===== src/rtl/memory_loader.sv =====
// Byte-stream boot loader: LE header (start address, word count) then payload words, one WORD store each.
// Define MEMORY_LOADER_VERIFY_READBACK_EN to add a readback VERIFY cycle after every store.

module memory_loader #(
  parameter int ADDR_WIDTH     = 16,
  parameter int TIMEOUT_CYCLES = 1000000
) (
  input  logic        clk,
  input  logic        rst,
  input  logic        start,
  input  logic [7:0]  byteIn,
  input  logic        byteValid,
  output logic        byteReady,
  output logic [31:0] address,
  output logic [31:0] data,
  output logic [2:0]  writeMode,
  output logic [2:0]  readMode,
  input  logic [31:0] readData,
  output logic        cpuHold,
  output logic        busy,
  output logic        done,
  output logic        error,
  output logic [2:0]  errorCode
);

  localparam logic [2:0]  MODE_NONE    = 3'd0;
  localparam logic [2:0]  MODE_WORD    = 3'd3;
  localparam logic [2:0]  ERR_NONE     = 3'd0;
  localparam logic [2:0]  ERR_ALIGN    = 3'd1;
  localparam logic [2:0]  ERR_RANGE    = 3'd2;
  localparam logic [2:0]  ERR_TIMEOUT  = 3'd3;
`ifdef MEMORY_LOADER_VERIFY_READBACK_EN
  localparam logic [2:0]  ERR_VERIFY   = 3'd4;
`endif
  localparam logic [34:0] SPAN         = 35'd1 << ADDR_WIDTH;
  localparam bit          TIMEOUT_EN   = (TIMEOUT_CYCLES != 0);
  localparam logic [31:0] TIMEOUT_LAST = 32'(TIMEOUT_CYCLES - 1);

  typedef enum logic [3:0] {
    S_IDLE,
    S_HDR_ADDR,
    S_HDR_CNT,
    S_CHECK,
    S_PAYLOAD,
    S_WRITE,
`ifdef MEMORY_LOADER_VERIFY_READBACK_EN
    S_VERIFY,
`endif
    S_DONE,
    S_ERROR
  } state_e;

  state_e      state_q, state_d;
  logic [31:0] shift_q, shift_d;
  logic [1:0]  byte_cnt_q, byte_cnt_d;
  logic [31:0] start_addr_q, start_addr_d;
  logic [31:0] count_q, count_d;
  logic [31:0] idx_q, idx_d;
  logic [31:0] idle_cnt_q, idle_cnt_d;
  logic [31:0] address_q, address_d;
  logic [31:0] data_q, data_d;
  logic [2:0]  err_code_q, err_code_d;

  logic        byte_fire;
  logic        stall;
  logic        last_word;
  logic [31:0] word_in;
  logic [34:0] end_addr;

  assign byteReady = (state_q == S_HDR_ADDR) || (state_q == S_HDR_CNT) || (state_q == S_PAYLOAD);
  assign byte_fire = byteReady && byteValid;
  assign stall     = byteReady && !byteValid;
  // Little-endian assembly: after four shifts the first byte lands in [7:0].
  assign word_in   = {byteIn, shift_q[31:8]};
  assign end_addr  = {3'b000, start_addr_q} + {1'b0, count_q, 2'b00};
  assign last_word = (idx_q + 32'd1) == count_q;

  // NOTE: every next-state variable gets its hold value first, so no path leaves one unassigned and no latch is inferred.
  always_comb begin
    state_d      = state_q;
    shift_d      = shift_q;
    byte_cnt_d   = byte_cnt_q;
    start_addr_d = start_addr_q;
    count_d      = count_q;
    idx_d        = idx_q;
    idle_cnt_d   = idle_cnt_q;
    address_d    = address_q;
    data_d       = data_q;
    err_code_d   = err_code_q;

    if (byte_fire) begin
      shift_d    = word_in;
      byte_cnt_d = byte_cnt_q + 2'd1;
      idle_cnt_d = '0;
    end else if (stall) begin
      idle_cnt_d = idle_cnt_q + 32'd1;
    end

    case (state_q)
      S_IDLE, S_DONE, S_ERROR: begin
        if (start) begin
          state_d    = S_HDR_ADDR;
          err_code_d = ERR_NONE;
          byte_cnt_d = '0;
          idx_d      = '0;
          idle_cnt_d = '0;
        end
      end
      S_HDR_ADDR: begin
        if (byte_fire && byte_cnt_q == 2'd3) begin
          start_addr_d = word_in;
          state_d      = S_HDR_CNT;
        end
      end
      S_HDR_CNT: begin
        if (byte_fire && byte_cnt_q == 2'd3) begin
          count_d = word_in;
          state_d = S_CHECK;
        end
      end
      S_CHECK: begin
        if (start_addr_q[1:0] != 2'b00) begin
          state_d    = S_ERROR;
          err_code_d = ERR_ALIGN;
        end else if (end_addr > SPAN) begin
          state_d    = S_ERROR;
          err_code_d = ERR_RANGE;
        end else if (count_q == '0) begin
          state_d = S_DONE;
        end else begin
          state_d = S_PAYLOAD;
        end
      end
      S_PAYLOAD: begin
        if (byte_fire && byte_cnt_q == 2'd3) begin
          data_d    = word_in;
          address_d = start_addr_q + {idx_q[29:0], 2'b00};
          state_d   = S_WRITE;
        end
      end
      S_WRITE: begin
`ifdef MEMORY_LOADER_VERIFY_READBACK_EN
        state_d = S_VERIFY;
`else
        idx_d   = idx_q + 32'd1;
        state_d = last_word ? S_DONE : S_PAYLOAD;
`endif
      end
`ifdef MEMORY_LOADER_VERIFY_READBACK_EN
      S_VERIFY: begin
        if (readData != data_q) begin
          state_d    = S_ERROR;
          err_code_d = ERR_VERIFY;
        end else begin
          idx_d   = idx_q + 32'd1;
          state_d = last_word ? S_DONE : S_PAYLOAD;
        end
      end
`endif
      default: state_d = S_IDLE;
    endcase

    // Stalls only happen in byte-accepting states, so this never collides with a field completing.
    if (TIMEOUT_EN && stall && idle_cnt_q == TIMEOUT_LAST) begin
      state_d    = S_ERROR;
      err_code_d = ERR_TIMEOUT;
    end
  end

  // NOTE: state registers use non-blocking assignments so every flop samples pre-edge values.
  always_ff @(posedge clk or posedge rst) begin
    if (rst) begin
      state_q      <= S_IDLE;
      shift_q      <= '0;
      byte_cnt_q   <= '0;
      start_addr_q <= '0;
      count_q      <= '0;
      idx_q        <= '0;
      idle_cnt_q   <= '0;
      address_q    <= '0;
      data_q       <= '0;
      err_code_q   <= ERR_NONE;
    end else begin
      state_q      <= state_d;
      shift_q      <= shift_d;
      byte_cnt_q   <= byte_cnt_d;
      start_addr_q <= start_addr_d;
      count_q      <= count_d;
      idx_q        <= idx_d;
      idle_cnt_q   <= idle_cnt_d;
      address_q    <= address_d;
      data_q       <= data_d;
      err_code_q   <= err_code_d;
    end
  end

  assign writeMode = (state_q == S_WRITE) ? MODE_WORD : MODE_NONE;
`ifdef MEMORY_LOADER_VERIFY_READBACK_EN
  assign readMode  = (state_q == S_VERIFY) ? MODE_WORD : MODE_NONE;
`else
  assign readMode  = MODE_NONE;
  logic unused_read_data;
  assign unused_read_data = ^readData;
`endif

  assign busy      = !((state_q == S_IDLE) || (state_q == S_DONE) || (state_q == S_ERROR));
  assign cpuHold   = busy;
  assign done      = (state_q == S_DONE);
  assign error     = (state_q == S_ERROR);
  assign errorCode = err_code_q;
  assign address   = address_q;
  assign data      = data_q;

endmodule


===== config.mk =====
export PLATFORM = sky130hd
export DESIGN_NAME = memory_loader
export DESIGN_NICKNAME = d
export VERILOG_FILES = /design/src/rtl/memory_loader.sv
export SDC_FILE = /design/constraint.sdc
export NUM_CORES = 1
export LEC_CHECK = 0
export BUFFER_PORTS_ARGS = -buffer_cell sky130_fd_sc_hd__buf_2
export CORE_AREA = 2 2 152 169
export DETAILED_ROUTE_END_ITERATION = 10
export DIE_AREA = 0 0 154 171
export HOLD_SLACK_MARGIN = 0.05
export PLACE_DENSITY = 0.74
export SLEW_MARGIN = 20
export SYNTH_ARGS = -nofsm -noshare
export SYNTH_HDL_FRONTEND = slang
export SYNTH_SLANG_ARGS = --single-unit

===== constraint.sdc =====
create_clock -name clk -period 7.32 [get_ports clk]
set_input_delay 0 -clock clk [delete_from_list [all_inputs] [get_ports clk]]
set_output_delay 0 -clock clk [all_outputs]
set_load 0.05 [all_outputs]

==> impl_results.md, run 1 <==
- CP Launch Type: flop
- Ys flop type: dfrtp_1
- Slew headroom: 0.296
- DP Worst Slack: 2.94 ns
- Final hold vios: 0
- Max-slew violation count: 0
- Root buffer cell: clkbuf_16
- DRC viols: 0
- Latest clock arrival within the worst-skew pair: 0.52 ns
- Post-DP HPWL: 23.9 mm
- Number of max-cap violations: 0
- IO buf count: 84
- Die Area: 26300 um2
- Post-Syn Instances: 1379
- Async set-reset flop share out of synthesis: 1.00
- Final setup viols: 0
- CTS Buf Count: 25
- Initial antenna violation count: 0
- Clock Tree Buf Depth: 3
- Final Util: 0.603
- Post-synth EDFFs: 0
- Peak supply drop: 202 uV
- Finished Cell Area: 15000 um2
- Placeable Area: 24800 um2
- Area delta synth->final: 11.9%
- Gpl congestion: 0.892
- Leakage power: 7.29 nW
- Routed Wire Length: 33.1 mm
- Setup TNS: 0 ns
- Hold Path Class: input pin to asynchronous set/reset pin
- CP max FO: 4
- Setup repair after global routing missed its margin: no
- Clock skew: 0.00801 ns
- First-pass GRT wire length: 54.0 mm
- Synth Area per Inst: 9.69 um2
- Distinct cells, synth: 68
- Yosys warning count: 0
- CP endpoint kind: flop
- I/O pin count: 122
- Cell Pwr Density: 368 nW/um2
- Diode count: 0
- Sequential fraction of the synthesis area: 0.417
- # fillers: 2086
- Post-CTS Resized: 0
- Clock transition at path regs: 0.06 ns
- Final #Nets: 1558
- WP data arrival: 4.87 ns
- GRT Total Usage: 0.251
- Starting Density: 0.539
- Worst EP required: 7.72 ns
- GR Overflow Total: 0
- Largest net degree at the start of global routing: 95
- DRT iter0 DRCs: 935
- Num Clock Sinks: 223
- Outcome: complete, no violations
- DR pass1 iterations: 5
- Crit Path Class: flop to flop
- Worst Reg-to-Reg Cells: 13
- Maximum clock rate: 0.224 GHz
- DIE HEIGHT: 171 um
- Vias/cell: 6.10
- Post-route ant nets: 0
- Yosys reg bits: 223
- CP max stage cell: or4_1
- CP peak stage delay: 0.56 ns
- Total number of vias: 10900
- Num rows: 61
- Post-DR wirelength/cell: 18.6 um
- Register area: 5580 um2
- Period utilization: 0.611
- Min Tclk post-route: 4.47 ns
- Die span in x: 154 um
- Setup ws final: 2.85 ns
- CTS tree: done
- Fraction of layout cells with a size suffix above 1: 0.186
- Number of global-route vias before repair: 10400
- CP Cell Sequence: ha_1 -> fa_1 -> a211oi_1 -> o21ai_0 -> o211ai_1 -> a21boi_0 -> mux2i_1 -> nand4_1 -> or4_1 -> nor4_1 -> nand4_1 -> o211a_1 -> a311o_1
- Placed Area: 14000 um2
- Multi-input gate area: 7420 um2
- CP most frequent cell: nand4_1
- Cell Area, Synth: 13400 um2
- Worst Max-Slew Pin Slew: 1.05 ns
- Max H-tree Level: 1
logic make-up after synthesis:
group / share of synthesized area
other: 0.000280
adder cells (fa/ha/maj): 0.0610
AO/OA/AOI/OAI: 0.148
flip-flops: 0.417
buffers and inverters: 0.0298
AND/OR/NAND/NOR: 0.162
XOR/XNOR: 0.0734
multiplexers: 0.108
cell usage after synthesis, types with 13 or more instances:
cell type / count / area share
a21o_1: 23 / 0.013
a21oi_1: 68 / 0.025
a31oi_1: 13 / 0.0061
and3_1: 27 / 0.013
clkbuf_1: 55 / 0.015
dfrtp_1: 223 / 0.42
ha_1: 62 / 0.058
inv_1: 28 / 0.0079
mux2_2: 123 / 0.10
nand2_1: 116 / 0.033
nand2b_1: 13 / 0.0061
nand3_1: 43 / 0.016
nand4_1: 29 / 0.014
nor2_1: 109 / 0.031
nor3_1: 25 / 0.0094
nor4_1: 20 / 0.0094
o21a_1: 13 / 0.0073
o21ai_0: 110 / 0.041
o31ai_1: 15 / 0.0084
xnor2_1: 52 / 0.034
xor2_1: 60 / 0.039
sequential cells by signal (all words and copies together), names as in the netlist:
register / count
address: 32
byte_cnt_q: 2
count_q: 32
data: 32
errorCode: 2
idle_cnt_q: 32
idx_q: 32
shift_q: 24
start_addr_q: 32
state_q: 3
cell type report:
cell class	instances	share of cell area
Clock buffer	30	0.0444
Timing Repair Buffer	107	0.0417
Tap cell	315	0.0263
Multi-Input combinational cell	1064	0.496
Inverter	29	0.00778
Sequential cell	223	0.373
Clock inverter	12	0.0111
stage by stage:
stage	instances	hold slack [ns]	total power [W]
after floorplan	1383	0.117	0.00357
after global placement	1726	0.157	0.00415
after detailed placement	1726	0.171	0.00421
after CTS	1779	0.180	0.00551
after global routing	1780	0.216	0.00581
final	1780	0.145	0.00551
layer usage:
metal | share of wire | track usage
met5 | 0 | 0
met4 | 0.029 | 0.0764
met2 | 0.46 | 0.402
met1 | 0.46 | 0.358
met3 | 0.058 | 0.0342
worst max-delay path, delay by kind of cell, from the launching register on:
kind | cells | cell delay [ns]
simple gates | 4 | 1.29
fa+ha+maj | 2 | 0.68
mux | 1 | 0.18
compound gates | 6 | 1.78
flops | 1 | 0.42
layout by cell type (no fill, tap or decap), drive strengths merged, types with 10 or more instances in the layout:
cell         count
a31oi           13
clkbuf          30
dlygate4sd3     11
nor2           109
nor4            20
o21ai          110
o22ai           10
nand3           43
and3            27
a21o            23
o31ai           15
inv             28
nor2b           10
xor2            60
xnor2           52
nand4           29
nand2b          13
dfrtp          223
buf             96
nand2          116
mux2           123
ha              62
a21oi           68
o21a            13
nor3            25
power by group:
group          leakage, nW  switching, W  internal, W
logic                 3.86       0.00143     0.000852
clock network        0.410      0.000493     0.000783
registers             3.02      0.000427      0.00153
total                 7.29       0.00235      0.00316
timing repair:
item	CTS	global route
endpoints found under the setup margin	0	0
endpoints found under the hold margin	134	0
hold buffers	11	0
buffers inserted	0	0
worst paths after layout:
path,to,slack (ns),start
min in group clk,start_addr_q[31],0.32,byteIn[7]
worst max register to register,errorCode[1],2.85,start_addr_q[2]
worst min-delay path,address[4],0.14,rst
worst max-delay path,errorCode[1],2.85,start_addr_q[2]
worst min register to register,address[6],0.47,address[6]
max in group asynchronous,idx_q[15],5.84,rst
(Power assumes the default switching activity.)
==> run 2: changes to the inputs <==
--- a/config.mk
+++ b/config.mk
@@ -10,7 +10,7 @@
 export DETAILED_ROUTE_END_ITERATION = 10
 export DIE_AREA = 0 0 154 171
 export HOLD_SLACK_MARGIN = 0.05
-export PLACE_DENSITY = 0.74
+export PLACE_DENSITY = 0.77
 export SLEW_MARGIN = 20
 export SYNTH_ARGS = -nofsm -noshare
 export SYNTH_HDL_FRONTEND = slang
==> constraint.sdc (replaced) <==
create_clock -name clk -period 3.8 [get_ports clk]
set_input_delay 0 -clock clk [delete_from_list [all_inputs] [get_ports clk]]
set_output_delay 0 -clock clk [all_outputs]
set_load 0.05 [all_outputs]
==> run 2 against run 1 <==
Cell area increased by 8.2%. Clock skew is 0.011 ns higher. Via count grew 6.2%. Clock-buffer cell count rose by 7. Hold slack lost 0.014 ns. Worst setup slack got worse by 2.8 ns. Critical path type unchanged. Critical endpoint unchanged. Largest power group unchanged. Highest routed layer unchanged.
==> impl_results.md, run 2 (synthesis gave the netlist of run 1 again) <==
- Post-route ant nets: 0 (unchanged)
- DRT iter0 DRCs: 1129 (+21%)
- Clock transition at path regs: 0.06 ns (about the same)
- Bufs and invs on worst path: 3 (+3)
- Switching pwr: 0.00492 W (+110%)
- Slew headroom: 0.323 (+0.0270)
- CP Launch Type: flop
- Met3 Usage GRT: 0.0322 (-0.00203)
- Setup repair after global routing missed its margin: yes
- Number of max-cap violations: 0 (unchanged)
- Final Util: 0.653 (+0.0494)
- Commonest non-fill, non-tap cell in the layout: dfrtp_1
- Commonest non-fill, non-tap cells in the layout: 223 x dfrtp_1, 144 x buf_4, 123 x mux2_2, 115 x nand2_1, 107 x nor2_1
- Die span in x: 154 um (unchanged)
- CP endpoint kind: flop
- Total number of vias: 11500 (+6.2%)
- Min Tclk post-route: 3.71 ns (-0.755 ns)
- Num rows: 61 (unchanged)
- CTS tree: done
- Flop-to-flop setup slack: 0.09 ns (-2.76 ns)
- Grt met2 use: 0.455 (+0.0526)
- Die Area: 26300 um2 (unchanged)
- GR Overflow Total: 0 (unchanged)
- Placeable Area: 24800 um2 (unchanged)
- Crit path max-delay family: compound AO/OA/AOI/OAI gates
- GRT Total Usage: 0.276 (+0.0242)
- Diode count: 0 (unchanged)
- DP Worst Slack: -0.376 ns (-3.31 ns)
- Worst EP required: 4.22 ns (-3.50 ns)
- Num Clock Sinks: 223 (unchanged)
- Sequential share of power: 0.312 (-0.043)
- Latest clock arrival within the worst-skew pair: 0.54 ns (+0.02 ns)
- Starting Density: 0.539 (unchanged)
- Top Usage Layer GRT: met2
- CP peak stage delay: 0.39 ns (-0.17 ns)
- Initial antenna violation count: 0 (unchanged)
- Post-DR wirelength/cell: 19.0 um (+2.1%)
- Clock skew: 0.0193 ns (+0.0113 ns)
- Crit Path Class: flop to flop
- DIE HEIGHT: 171 um (unchanged)
- Largest net degree at the start of global routing: 114 (+20%)
- Post-DP HPWL: 26.4 mm (+10%)
- Met1 usage: 0.379 (+0.0210)
- Vias/cell: 6.01 (-1.5%)
- Leakage power: 8.04 nW (+10%)
- Internal: 0.00662 W (+110%)
- CP most frequent cell: buf_4
- Clock power frac: 0.207 (-0.024)
- IO buf count: 84 (unchanged)
- Max H-tree Level: 1 (unchanged)
- Maximum clock rate: 0.269 GHz (+20%)
- Root buffer cell: clkbuf_16
- Number of global-route vias before repair: 11100 (+6.5%)
- DR pass1 iterations: 6 (+1)
- CTS Buf Count: 25 (unchanged)
- Final hold vios: 0 (unchanged)
- I/O pin count: 122 (unchanged)
- Period utilization: 0.977 (+0.367)
- Final #Nets: 1695 (+8.8%)
- WP data arrival: 4.14 ns (-0.73 ns)
- CP max stage cell: dfrtp_1
- Gpl congestion: 0.936 (+5.0%)
- Area delta synth->final: 21.1%
- Worst Max-Slew Pin Slew: 1.01 ns (-0.0404 ns)
- CP max FO: 4 (unchanged)
- Fraction of layout cells with a size suffix above 1: 0.272 (+0.0862)
- Final setup viols: 0 (unchanged)
- Outcome: complete, no violations
- Switching share of power: 0.427 (+0.000713)
- Total power: 0.0115 W (+110%)
- Gate power share: 0.481 (+0.067)
- DRC viols: 0 (unchanged)
- First-pass GRT wire length: 58.4 mm (+8.0%)
- Routed Wire Length: 36.5 mm (+10%)
- Setup ws final: 0.0857 ns (-2.76 ns)
- Hold Path Class: input pin to asynchronous set/reset pin
- Cell Pwr Density: 713 nW/um2 (+94%)
- Peak supply drop: 400 uV (+98%)
- CP Cell Sequence: ha_1 -> a211o_1 -> a211oi_4 -> buf_4 -> nor3b_2 -> a21oi_1 -> buf_4 -> xnor2_1 -> nor4_2 -> o2111ai_1 -> nor4_4 -> buf_4 -> nand4_1 -> o211a_1 -> a311o_1
- Max-slew violation count: 0 (unchanged)
- Clock Tree Buf Depth: 3 (unchanged)
-- run 2: cell types whose count changed in the layout (fill, tap and decap cells not counted), sizes merged --
cell	delta
inv	+1
clkbuf	+7
bufinv	-4
clkinv	-3
clkinvlp	+1
buf	+137
-- run 2: path summary, 6_finish.rpt --
kind | start | to | cells after the start
min reg2reg | address[8] | address[8] | 2
max | start_addr_q[8] | errorCode[1] | 15
max in group asynchronous | rst | data[14] | 4
max reg2reg | start_addr_q[8] | errorCode[1] | 15
min in group clk | byteIn[6] | count_q[30] | 4
min | rst | address[6] | 4
-- run 2: per-layer routing --
metal	wire, um	vias to the layer above
li1	-	5414
met1	15900	5582
met2	16800	455
met3	2460	83
met4	1300	0
met5	0	-
-- run 2: area by class of cell --
| type | instances | area [um2] |
|---|---|---|
| inverters | 29 | 113 |
| fillers | 1922 | 8620 |
| clock inverters | 7 | 70.1 |
| well taps | 315 | 394 |
| flip-flops and latches | 223 | 5580 |
| clock buffers | 37 | 751 |
| multi-input cells | 1064 | 7580 |
| repair buffers | 244 | 1700 |
-- run 2: tightest hold or removal path: stages --
cell	delay [ns]
dlygate4sd3_1	0.53
buf_2	0.13
clkinvlp_4	0.12
buf_12	0.27
-- run 2: per-stage QoR --
stage / area [um2] / hold slack, ns / TNS [ns] / cells
floorplan: 13400 / 0.117 / 0 / 1383
global placement: 15100 / 0.150 / -0.586 / 1859
detailed placement: 15100 / 0.157 / -1.11 / 1859
CTS: 16100 / 0.151 / 0 / 1918
global route: 16200 / 0.168 / -0.112 / 1919
finish: 16200 / 0.131 / 0 / 1919
-- run 2: power groups by stage --
| stage | clock [W] | sequential [W] | combinational [W] |
|---|---|---|---|
| floorplan | 0 | 0.00396 | 0.00293 |
| global placement | 0 | 0.00357 | 0.00514 |
| detailed placement | 0 | 0.00360 | 0.00523 |
| CTS | 0.00241 | 0.00357 | 0.00532 |
| global route | 0.00251 | 0.00365 | 0.00595 |
| finish | 0.00239 | 0.00360 | 0.00555 |
-- run 2: timing repair --
action                                  CTS  global route
resized for setup                        16            23
endpoints found under the setup margin    4             5
setup buffers                             4             1
hold buffers                             11             0
hold endpoints to repair                264             0
pin swaps                                14            10
==> run 3: changes to the inputs <==
==> constraint.sdc (replaced) <==
create_clock -name clk -period 3.8 [get_ports clk]
set_input_delay 0.19 -clock clk [delete_from_list [all_inputs] [get_ports clk]]
set_output_delay 0.19 -clock clk [all_outputs]
set_load 0.05 [all_outputs]
==> run 3 against run 2 <==
Wire length down 2.4%. Highest routed layer unchanged. Cell count is 0.57% lower. Critical path depth fell by 2. Maximum frequency decreased by 1.1%.
==> impl_results.md, run 3 (synthesis gave the netlist of run 1 again) <==
- Outcome: complete, no violations
- Fraction of layout cells with a size suffix above 1: 0.267 (-0.00440)
- Num Clock Sinks: 223 (unchanged)
- Crit Path Class: flop to flop
- Grt met2 use: 0.429 (-0.0261)
- Final setup viols: 0 (unchanged)
- Flop-to-flop setup slack: 0.05 ns (-0.04 ns)
- CTS tree: done
- Routed Wire Length: 35.6 mm (-2.4%)
- Clock Tree Buf Depth: 3 (unchanged)
- Met1 usage: 0.374 (-0.00521)
- Area delta synth->final: 20.1%
- CTS Buf Count: 25 (unchanged)
- Die Area: 26300 um2 (unchanged)
- Maximum clock rate: 0.266 GHz (-1.1%)
- Commonest non-fill, non-tap cells in the layout: 223 x dfrtp_1, 135 x buf_4, 123 x mux2_2, 115 x nand2_1, 108 x nor2_1
- Final hold vios: 0 (unchanged)
- Post-DR wirelength/cell: 18.6 um (-1.9%)
- WP data arrival: 4.15 ns (about the same)
- Worst EP required: 4.20 ns (-0.02 ns)
- DRT iter0 DRCs: 1222 (+8.2%)
- Gpl congestion: 0.930 (-0.72%)
- Switching pwr: 0.00489 W (-0.72%)
- Num rows: 61 (unchanged)
- Vias/cell: 5.99 (-0.34%)
- Critical R2R Capture: errorCode[1]
- Met3 Usage GRT: 0.0420 (+0.00988)
- Final #Nets: 1684 (-0.65%)
- Post-route ant nets: 0 (unchanged)
- Finished Cell Area: 16100 um2 (-0.83%)
- DR pass1 iterations: 6 (unchanged)
- Slew headroom: 0.308 (-0.0149)
- Worst Setup SP: count_q[13]
- # fillers: 1945 (+1.2%)
- Number of max-cap violations: 0 (unchanged)
- Placeable Area: 24800 um2 (unchanged)
- Root buffer cell: clkbuf_16
- Die span in x: 154 um (unchanged)
- Commonest non-fill, non-tap cell in the layout: dfrtp_1
- Internal: 0.00649 W (-1.9%)
- Gate power share: 0.484 (+0.003)
- Final non-filler cell total: 1908 (-0.57%)
- Sequential share of power: 0.317 (+0.005)
- Number of global-route vias before repair: 10800 (-2.6%)
- Latest clock arrival within the worst-skew pair: 0.52 ns (-0.02 ns)
- Cell Pwr Density: 709 nW/um2 (-0.58%)
- Hold Path Class: input pin to flop
- Crit path to: errorCode[1]
- Worst Reg-to-Reg Cells: 13 (-2)
- Max-slew violation count: 0 (unchanged)
- Placed Area: 15000 um2 (-0.53%)
- Hold depth: 3
- Diode count: 0 (unchanged)
- Clock skew: 0.00980 ns (-0.00950 ns)
- Final Util: 0.647 (-0.00540)
- IO buf count: 84 (unchanged)
- Period utilization: 0.988 (+0.0106)
- Total power: 0.0114 W (-1.4%)
- Leakage power: 7.94 nW (-1.2%)
- Top Usage Layer GRT: met2
- Register area: 5580 um2 (unchanged)
- Multi-input gate area: 7600 um2 (+0.31%)
- Largest net degree at the start of global routing: 110 (-3.5%)
- CP Launch Type: flop
- First-pass GRT wire length: 56.9 mm (-2.6%)
- Starting Density: 0.539 (unchanged)
- Placed cells: 1850 (-0.48%)
- Switching share of power: 0.430 (+0.00296)
- I/O pin count: 122 (unchanged)
- Reg2reg start: count_q[13]
- DRC viols: 0 (unchanged)
- Peak supply drop: 345 uV (-14%)
- Initial antenna violation count: 0 (unchanged)
- DIE HEIGHT: 171 um (unchanged)
- Post-DP HPWL: 25.7 mm (-2.8%)
- Max H-tree Level: 1 (unchanged)
- Setup repair after global routing missed its margin: yes
- Clock power frac: 0.198 (-0.009)
- CP max FO: 6 (+2)
- Worst Max-Slew Pin Slew: 1.03 ns (+0.0224 ns)
- Min Tclk post-route: 3.75 ns (+0.0404 ns)
- Clock transition at path regs: 0.06 ns (about the same)
- CP endpoint kind: flop
- Hold_ws: 0.0661 ns (-0.0644 ns)
- Total number of vias: 11400 (-0.91%)
- GR Overflow Total: 0 (unchanged)
- GRT Total Usage: 0.268 (-0.00776)
-- run 3: cell types whose count changed in the layout (fill, tap and decap cells not counted), moves of 2 or more --
cell        delta
buf_4          -9
clkbuf_8       -5
clkinv_2       +3
clkinvlp_4     +2
inv_6          +2
o21ai_0        +2
-- run 3: worst min path at each step --
| stage | startpoint | to | slack (ns) |
|---|---|---|---|
| 2_1_floorplan | byteIn[6] | count_q[30] | 0.31 |
| 3_3_place_gp | rst | address[3] | 0.14 |
| 3_5_place_dp | rst | address[3] | 0.14 |
| 4_1_cts | start | state_q[2] | 0.06 |
| 5_1_grt | start | state_q[2] | 0.12 |
| 6_report | start | state_q[2] | 0.07 |
-- run 3: layer usage --
| layer | part of all wire | vias to the layer above | wire [um] |
|---|---|---|---|
| met1 | 0.44 | 5555 | 15800 |
| met5 | 0 | - | 0 |
| li1 | - | 5404 | - |
| met4 | 0.029 | 0 | 1050 |
| met2 | 0.46 | 386 | 16500 |
| met3 | 0.063 | 84 | 2250 |
-- run 3: stage by stage --
| stage | TNS (ns) | setup slack, ns |
|---|---|---|
| 4_1_cts | 0 | 0.000958 |
| 5_1_grt | -0.126 | -0.126 |
| 3_3_place_gp | -0.707 | -0.295 |
| 3_5_place_dp | -0.869 | -0.357 |
| 6_report | 0 | 0.0454 |
| 2_1_floorplan | 0 | 0.153 |
-- run 3: power groups by stage --
| stage | combinational, W | clock, W | sequential (W) |
|---|---|---|---|
| after global routing | 0.00590 | 0.00239 | 0.00367 |
| after CTS | 0.00528 | 0.00229 | 0.00358 |
| after global placement | 0.00505 | 0 | 0.00358 |
| after detailed placement | 0.00513 | 0 | 0.00362 |
| final | 0.00551 | 0.00226 | 0.00361 |
| after floorplan | 0.00293 | 0 | 0.00396 |
-- run 3: critical path, cell delays in order (launching register included) --
cell,delay [ns]
dfrtp_1,0.41
ha_1,0.39
buf_4,0.14
o21ai_0,0.07
nor4_1,0.60
a21oi_2,0.12
buf_4,0.17
a22o_1,0.20
or4_4,0.53
nor4_4,0.14
buf_4,0.15
nand4_1,0.17
o211a_1,0.27
a311o_1,0.28
-- run 3: cell type report --
cell class	count	area share
clock buffer	32	0.0425
clock inverter	12	0.00491
inverter	29	0.00701
multi-input combinational	1064	0.474
sequential	223	0.348
tap	315	0.0245
timing repair buffer	233	0.100
-- run 3: what timing repair did --
item / 4_1_cts / 5_1_grt
setup buffers: 4 / 1
resized for setup: 13 / 24
hold buffers: 10 / 0
endpoints found under the setup margin: 4 / 5
hold endpoints to repair: 205 / 0
pin swaps: 5 / 20
